<file path="src/rtl/cw310_crypt_sequencer.sv">
// Crypto-core start sequencer on crypto_clk: arbitrates register/external start
// requests, runs batches, measures per-run latency and aborts hung runs.
// Optional scope-trigger output O_trig_out under CW310_CRYPT_SEQ_TRIG_OUT_EN.
module cw310_crypt_sequencer #(
  parameter int unsigned pBATCH_WIDTH = 16,
  parameter int unsigned pLAT_WIDTH   = 32,
  parameter int unsigned pTIMEOUT     = 100000
) (
  input  logic                    crypto_clk,
  input  logic                    reset_n,
  input  logic                    I_go_reg,
  input  logic                    I_go_ext,
  input  logic                    I_ext_en,
  input  logic [pBATCH_WIDTH-1:0] I_batch_count,
  input  logic                    I_ready,
  input  logic                    I_done,
  input  logic                    I_clear,
  output logic                    O_start,
  output logic                    O_busy,
  output logic [pBATCH_WIDTH-1:0] O_runs_done,
  output logic [pLAT_WIDTH-1:0]   O_last_latency,
  output logic                    O_timeout,
  output logic                    O_dropped
`ifdef CW310_CRYPT_SEQ_TRIG_OUT_EN
  ,
  output logic                    O_trig_out
`endif
);

  typedef enum logic [1:0] {
    ST_IDLE,
    ST_WAIT_RDY,
    ST_START,
    ST_RUN
  } state_e;

  localparam logic [pLAT_WIDTH-1:0]   TIMEOUT_LAST = pLAT_WIDTH'(pTIMEOUT - 1);
  localparam logic [pBATCH_WIDTH-1:0] BATCH_ONE    = pBATCH_WIDTH'(1);

  state_e                  state_q, state_d;
  logic                    go_ext_q, done_q;
  logic                    pend_reg_q, pend_reg_d;
  logic                    pend_ext_q, pend_ext_d;
  logic [pBATCH_WIDTH-1:0] remaining_q, remaining_d;
  logic [pBATCH_WIDTH-1:0] runs_done_q, runs_done_d;
  logic [pLAT_WIDTH-1:0]   lat_cnt_q, lat_cnt_d;
  logic [pLAT_WIDTH-1:0]   last_lat_q, last_lat_d;
  logic                    timeout_q, timeout_d;
  logic                    dropped_q, dropped_d;

  logic                    ext_rise, done_rise, idle;
  logic                    serve_reg, serve_ext, drop_evt, timeout_hit;
  logic [pLAT_WIDTH-1:0]   lat_inc;

  always_comb begin
    ext_rise    = I_go_ext & ~go_ext_q & I_ext_en;
    done_rise   = I_done & ~done_q;
    idle        = (state_q == ST_IDLE);
    serve_reg   = idle & (pend_reg_q | I_go_reg);
    serve_ext   = idle & ~serve_reg & (pend_ext_q | ext_rise);
    // A request finding its slot already occupied is lost, even in the IDLE
    // cycle that is about to serve that slot.
    drop_evt    = (I_go_reg & pend_reg_q) | (ext_rise & pend_ext_q);
    lat_inc     = (&lat_cnt_q) ? lat_cnt_q : lat_cnt_q + pLAT_WIDTH'(1);
    timeout_hit = (state_q == ST_RUN) & ~done_rise & (lat_cnt_q == TIMEOUT_LAST);
  end

  always_comb begin
    state_d     = state_q;
    remaining_d = remaining_q;
    runs_done_d = runs_done_q;
    lat_cnt_d   = lat_cnt_q;
    last_lat_d  = last_lat_q;
    pend_reg_d  = serve_reg ? 1'b0 : (pend_reg_q | I_go_reg);
    pend_ext_d  = serve_ext ? 1'b0 : (pend_ext_q | ext_rise);
    timeout_d   = timeout_hit ? 1'b1 : (I_clear ? 1'b0 : timeout_q);
    dropped_d   = drop_evt    ? 1'b1 : (I_clear ? 1'b0 : dropped_q);

    case (state_q)
      ST_IDLE: begin
        if (serve_reg || serve_ext) begin
          remaining_d = (I_batch_count == '0) ? BATCH_ONE : I_batch_count;
          runs_done_d = '0;
          state_d     = ST_WAIT_RDY;
        end
      end
      ST_WAIT_RDY: begin
        if (I_ready) state_d = ST_START;
      end
      ST_START: begin
        lat_cnt_d = '0;
        state_d   = ST_RUN;
      end
      ST_RUN: begin
        lat_cnt_d = lat_inc;
        if (done_rise) begin
          last_lat_d  = lat_inc;
          runs_done_d = runs_done_q + BATCH_ONE;
          remaining_d = remaining_q - BATCH_ONE;
          state_d     = (remaining_q == BATCH_ONE) ? ST_IDLE : ST_WAIT_RDY;
        end else if (timeout_hit) begin
          remaining_d = '0;
          state_d     = ST_IDLE;
        end
      end
      default: state_d = ST_IDLE;
    endcase
  end

  always_ff @(posedge crypto_clk or negedge reset_n) begin
    if (!reset_n) begin
      state_q     <= ST_IDLE;
      go_ext_q    <= 1'b0;
      done_q      <= 1'b0;
      pend_reg_q  <= 1'b0;
      pend_ext_q  <= 1'b0;
      remaining_q <= '0;
      runs_done_q <= '0;
      lat_cnt_q   <= '0;
      last_lat_q  <= '0;
      timeout_q   <= 1'b0;
      dropped_q   <= 1'b0;
    end else begin
      state_q     <= state_d;
      go_ext_q    <= I_go_ext;
      done_q      <= I_done;
      pend_reg_q  <= pend_reg_d;
      pend_ext_q  <= pend_ext_d;
      remaining_q <= remaining_d;
      runs_done_q <= runs_done_d;
      lat_cnt_q   <= lat_cnt_d;
      last_lat_q  <= last_lat_d;
      timeout_q   <= timeout_d;
      dropped_q   <= dropped_d;
    end
  end

  assign O_start        = (state_q == ST_START);
  assign O_busy         = (state_q != ST_IDLE);
  assign O_runs_done    = runs_done_q;
  assign O_last_latency = last_lat_q;
  assign O_timeout      = timeout_q;
  assign O_dropped      = dropped_q;

`ifdef CW310_CRYPT_SEQ_TRIG_OUT_EN
  logic trig_q, trig_d;

  always_comb begin
    trig_d = trig_q;
    if (state_q == ST_START) begin
      trig_d = 1'b1;
    end else if ((state_q == ST_RUN) && (done_rise || timeout_hit)) begin
      trig_d = 1'b0;
    end
  end

  always_ff @(posedge crypto_clk or negedge reset_n) begin
    if (!reset_n) trig_q <= 1'b0;
    else          trig_q <= trig_d;
  end

  assign O_trig_out = trig_q;
`endif

endmodule

</file>
<file path="config.mk">
export PLATFORM = sky130hd
export DESIGN_NAME = cw310_crypt_sequencer
export DESIGN_NICKNAME = d
export VERILOG_FILES = /design/src/rtl/cw310_crypt_sequencer.sv
export SDC_FILE = /design/constraint.sdc
export NUM_CORES = 1
export LEC_CHECK = 0
export ABC_AREA = 1
export BUFFER_PORTS_ARGS = -buffer_cell sky130_fd_sc_hd__buf_2
export CORE_MARGIN = 8
export CORE_UTILIZATION = 60
export CTS_BUF_LIST = sky130_fd_sc_hd__clkbuf_8
export DETAILED_ROUTE_END_ITERATION = 10
export PLACE_DENSITY = 0.82
export SYNTH_ARGS = -nofsm -noshare
export SYNTH_HDL_FRONTEND = slang
export SYNTH_SLANG_ARGS = --single-unit
</file>
<file path="constraint.sdc">
create_clock -name crypto_clk -period 2.1 [get_ports crypto_clk]
set_input_delay 0.21 -clock crypto_clk [delete_from_list [all_inputs] [get_ports crypto_clk]]
set_output_delay 0.21 -clock crypto_clk [all_outputs]
set_load 0.03 [all_outputs]
</file>
Word-level counts from Yosys, hierarchy flattened
Cells that the tools add are included.

Register bits: 104. Input port bits: 24. Output and inout port bits: 52. Word-level logic and storage cells: 74.

Add/subtract/negate cells: 3. Equal/unequal tests: 9. Mux-type cells: 21. Bitwise gates (word level): 17. Reduce and logical (&&, ||, !) cells: 13.

Operators with widths (count): 16-bit two-way mux (6); 16-bit one-hot mux with 2 select lines (2); 32-bit one-hot mux with 2 select lines (1); 32-bit by 1-bit adder with 32-bit output, second input constant (1); 32-bit by 17-bit == test with 1-bit output, second input constant (1); 32-bit two-way mux (1); 32-bit AND reduction (1); 16-bit by 1-bit adder with 16-bit output, second input constant (1); 16-bit by 1-bit == test with 1-bit output, second input constant (1); 16-bit logical NOT (1); 16-bit by 1-bit subtractor with 16-bit output, second input constant (1); 1-bit AND (10); 2-bit nonzero test (5); 3-bit AND reduction (3); 2-bit two-way mux (4); 2-bit one-hot mux with 4 select lines (1); 1-bit two-way mux (6); 2-bit == test, second input constant (2); 2-bit inequality test, second input constant (2); 1-bit NOT (4); 3-bit inequality test, second input constant (1); 1-bit bitwise OR (3); 2-bit by 1-bit == test with 1-bit output, second input constant (1); 2-bit logical NOT (1); 3 further kinds (3).

Logic depth before layout (Yosys ltp)
Depth in word-level cells: 8. Gate-level depth with buffers: 11. Depth with buffers taken out: 11.

Worst setup path before layout
Ideal clock, no wire load.

Kind: register to register. From: register state_q[0]. To: register runs_done_q[15], in the netlist O_runs_done[15]. Library setup time: 0.065 ns. Arrival time: 1.662 ns. Data required time: 2.035 ns. Slack: 0.372 ns. Cell stages (with the launch flop): 9. Buffers on the path: 2. Clock period less this slack: 1.728 ns. Cell sequence: dfrtp_1 > ha_1 > buf_2 > inv_1 > a21oi_2 > nor3_2 > buf_4 > nand4_1 > nand2_1.

Word-level cells in the longest chain between the ends: 8. Elaborated cells on any way between the ends: 12. Those cells by class: eq/ne (3); mux (1); bitwise (4); reduce/logical (4).

RTL lines: start, declared (line 40) `state_e state_q, state_d;`; start signal, assigned (line 124) `state_q <= state_d;`; 2-bit logical NOT (line 58, 79); 1-bit AND (line 59) `serve_reg = idle & (pend_reg_q | I_go_reg);`; 1-bit NOT (line 60) `serve_ext = idle & ~serve_reg & (pend_ext_q | ext_rise);`; 1-bit AND (2 in a row) (line 60); 1-bit logical OR (line 81) `if (serve_reg || serve_ext) begin`; 2-bit by 1-bit inequality test with 1-bit output (no source line); 3-bit AND reduction (no source line); end signal, assigned (line 130) `runs_done_q <= runs_done_d;`; end, declared (line 45) `logic [pBATCH_WIDTH-1:0] runs_done_q, runs_done_d;`.

Parallel ways exist; a longest one is shown, timed or not. A chain may end at the register's enable or synchronous reset.

Final worst setup path
From: register state_q[0]. To: register runs_done_q[2], in the netlist O_runs_done[2].

The elaborated chain is that of the path after synthesis.

==> key figures <==
Worst setup path
  • Crit path required time: 2.38 ns
  • Critical path's largest stage delay: 0.45 ns
  • Most used cell along the critical path: nor2_2
  • CP startpoint kind: flip-flop
  • Crit path cell chain: inv_1 -> ha_1 -> nand2_1 -> nor2_2 -> nor2_2 -> nand2_2 -> o21ai_0 -> a21oi_1
  • Critical path type: reg2reg
  • Slowest CP cell: dfrtp_1
  • CP delay by family, top: simple AND/OR/NAND/NOR gates
  • Largest fanout on the critical path: 12
  • Type of destination of the critical path: flip-flop
  • Worst Path Arrival: 2.20 ns
  • Worst Path Buf+Inv: 1

Routing
  • Residual DRC count: 0
  • Post-Route WL: 16700 µm
  • Routed WL per cell: 14.4 µm
  • Routed vias/inst: 5.27
  • Initial DRC Count: 541
  • Antenna Nets Post-Route: 0
  • 1st-pass router iterations: 6
  • Via count: 6145

STA
  • Period minus WS final: 1.92 ns
  • # setup viols final: 0
  • RSZ-0062 raised after global routing: false
  • Worst slew pin tran: 0.633 ns
  • Final critical-path share of the clock period: 91.5%
  • Slew Viols, Final: 0
  • Final hold vios: 0
  • Clock Skew: 0.0173 ns
  • Relative slew margins: 57.8%
  • Setup_tns: 0 ns
  • Fmax: 0.520 GHz

Clocking
  • TritonCTS clock tree: built
  • Reg clk slew, reported paths: 0.10 ns
  • CTS buffer count: 9
  • Clock Tree Buf Depth: 2
  • Clock root cell: clkbuf_8
  • # Post-CTS Setup Buffers: 0
  • Clock Latency Late Sink: 0.40 ns
  • CTS sink cnt: 104
  • Htree depth: 3

Synth
  • Syn Std Cell Area: 0.00625 mm²
  • Simple-Gate Fraction of Synth Area: 40.3%
  • Post-synthesis mux area share: 0%
  • Adder-cell area share of the yosys netlist: 1.80%
  • Mean Syn Cell Area: 6.67 µm²
  • Synth Area in Compound Gates: 6.73%
  • Synth cell types: 34
  • Sequential area share after synthesis: 41.6%
  • Syn Nets: 970
  • Synthesized flop and latch total: 104
  • Main combinational cell family by area after synthesis: simple AND/OR/NAND/NOR gates
  • Synth Instances: 937
  • Yosys warnings: 0
  • Xor and xnor area share after synthesis: 1.40%

Power
  • Peak VDD IR: 832 µV
  • Post-layout power: 6360 µW
  • P_leak: 0.00363 µW
  • Sw Ratio: 43.4%
  • Switching Power: 2760 µW
  • Gate power share: 40.1%
  • Int Pwr: 3600 µW
  • Clk network pwr share: 20.2%
  • Flop pwr share: 39.7%
  • P per Cell Area: 895 mW/mm²

Cells and area
  • Reg area: 0.00260 mm²
  • Area taken by multi-input logic gates: 0.00315 mm²
  • Layout area overhead: 13.8%
  • # diodes: 0
  • Design area: 0.00711 mm²
  • Most frequent cells in the layout: nand2_1 (375), nor2_1 (105), dfrtp_1 (104)
  • Most common cell after layout, fill and taps aside: nand2_1
  • Final core occ: 69.5%
  • Fin nets: 1057
  • # fillers: 934
  • Proportion of layout cells with a drive suffix above 1: 12.9%

Floorplan
  • Die height: 118 µm
  • DIE AREA: 0.0139 mm²
  • CORE AREA: 0.0102 mm²
  • Ports: 76
  • Die width: 118 µm
  • Core Rows: 37
  • Starting Density: 61.1%

Placement
  • GPL Wtd Cong: 0.974
  • Detail Placement HPWL: 12700 µm
  • Port Buffer Count: 75
  • Placed cell area: 0.00688 mm²

Global routing
  • First-pass GRT wire length: 28200 µm
  • GRT Residual Overflow: 0
  • GR Util All Layers: 24.7%
  • Vias in the first global route: 6014
  • Largest net degree at the start of global routing: 48
  • Initial antenna violation count: 0

Run
  • Max-cap violations: 0

Min path
  • Hold WC Path Type: in2reg

Outcome
  • Status: finished clean
[kinds of logic after synthesis]
kind of cell | Yosys count
adder cells (fa/ha/maj) | 9
AO/OA/AOI/OAI | 76
XOR/XNOR | 10
AND/OR/NAND/NOR | 611
flip-flops | 104
buffers and inverters | 127
[final cells by class]
cell class                      instances  area share (%)
Multi-Input combinational cell        706            44.3
Clock inverter                          7            1.04
Clock buffer                            9            1.74
Timing Repair Buffer                  101            8.52
Tap cell                              136            2.39
Inverter                              102            5.38
Sequential cell                       104            36.6
[per-layer routing]
layer,vias up,routed length [µm],track usage [%]
met4,0,350,8.57
met5,-,0,0
li1,3118,-,-
met2,175,8110,42.0
met3,30,941,6.38
met1,2822,7330,29.7
[path summary, 6_finish.rpt]
check	endpoint	depth (start not counted)	slack [ns]	startpoint
worst max-delay path	O_runs_done[2]$_DFFE_PN0P_	8	0.18	state_q[0]$_DFFE_PN0P_
worst max register to register	O_runs_done[2]$_DFFE_PN0P_	8	0.18	state_q[0]$_DFFE_PN0P_
worst min-delay path	O_timeout$_DFFE_PN0P_	2	0.04	I_clear
min in group asynchronous	remaining_q[4]$_DFFE_PN0P_	2	0.39	reset_n
max in group asynchronous	O_last_latency[19]$_DFFE_PN0P_	3	1.06	reset_n
worst min register to register	O_last_latency[24]$_DFFE_PN0P_	2	0.48	O_last_latency[24]$_DFFE_PN0P_
[metrics by stage]
step	hold WS (ns)	std cells	setup slack [ns]
finish	0.0442	1165	0.178
global route	0.0165	1165	0.000899
CTS	0.0204	1165	0.112
detailed placement	0.266	1146	0.127
global placement	0.254	1146	0.278
floorplan	-0.0856	937	0.372
[state kept, by name, summed over array words and instances, names as in the netlist]
signal and count:
lat_cnt_q 32, go_ext_q 1, O_last_latency 32, O_timeout 1, state_q 2, pend_ext_q 1
O_runs_done 16, O_dropped 1, pend_reg_q 1, done_q 1, remaining_q 16
[what timing repair did]
item,in CTS,in global routing
hold endpoints to repair,46,0
hold buffers,3,0
gates resized for setup,0,1
setup endpoints to repair,0,1
[Yosys cell counts, drive strengths merged]
cell	n	area share, %
ha	9	1.8
nand4	18	1.8
xor2	9	1.3
nand3	84	6.7
or2	2	0.20
nor3	13	1.2
a21oi	4	0.38
a31oi	2	0.20
nand3b	2	0.24
clkbuf	9	0.54
inv	102	6.1
buf	16	1.4
a32oi	1	0.14
o31ai	2	0.24
dfrtp	104	42
o221ai	1	0.14
xnor2	1	0.14
o21ai	62	5.0
nand2	381	23
nor3b	1	0.12
o22ai	3	0.30
a21boi	1	0.30
nor2	110	6.9
[power groups by stage]
stage / Clock (µW) / Combinational [µW] / Sequential, µW
after detailed placement: 0 / 2530 / 2550
after global placement: 0 / 2460 / 2540
final: 1290 / 2550 / 2520
after floorplan: 0 / 1740 / 2580
after global routing: 1380 / 2880 / 2560
after CTS: 1300 / 2540 / 2510
Note: power is estimated with default switching activity, not from simulation.
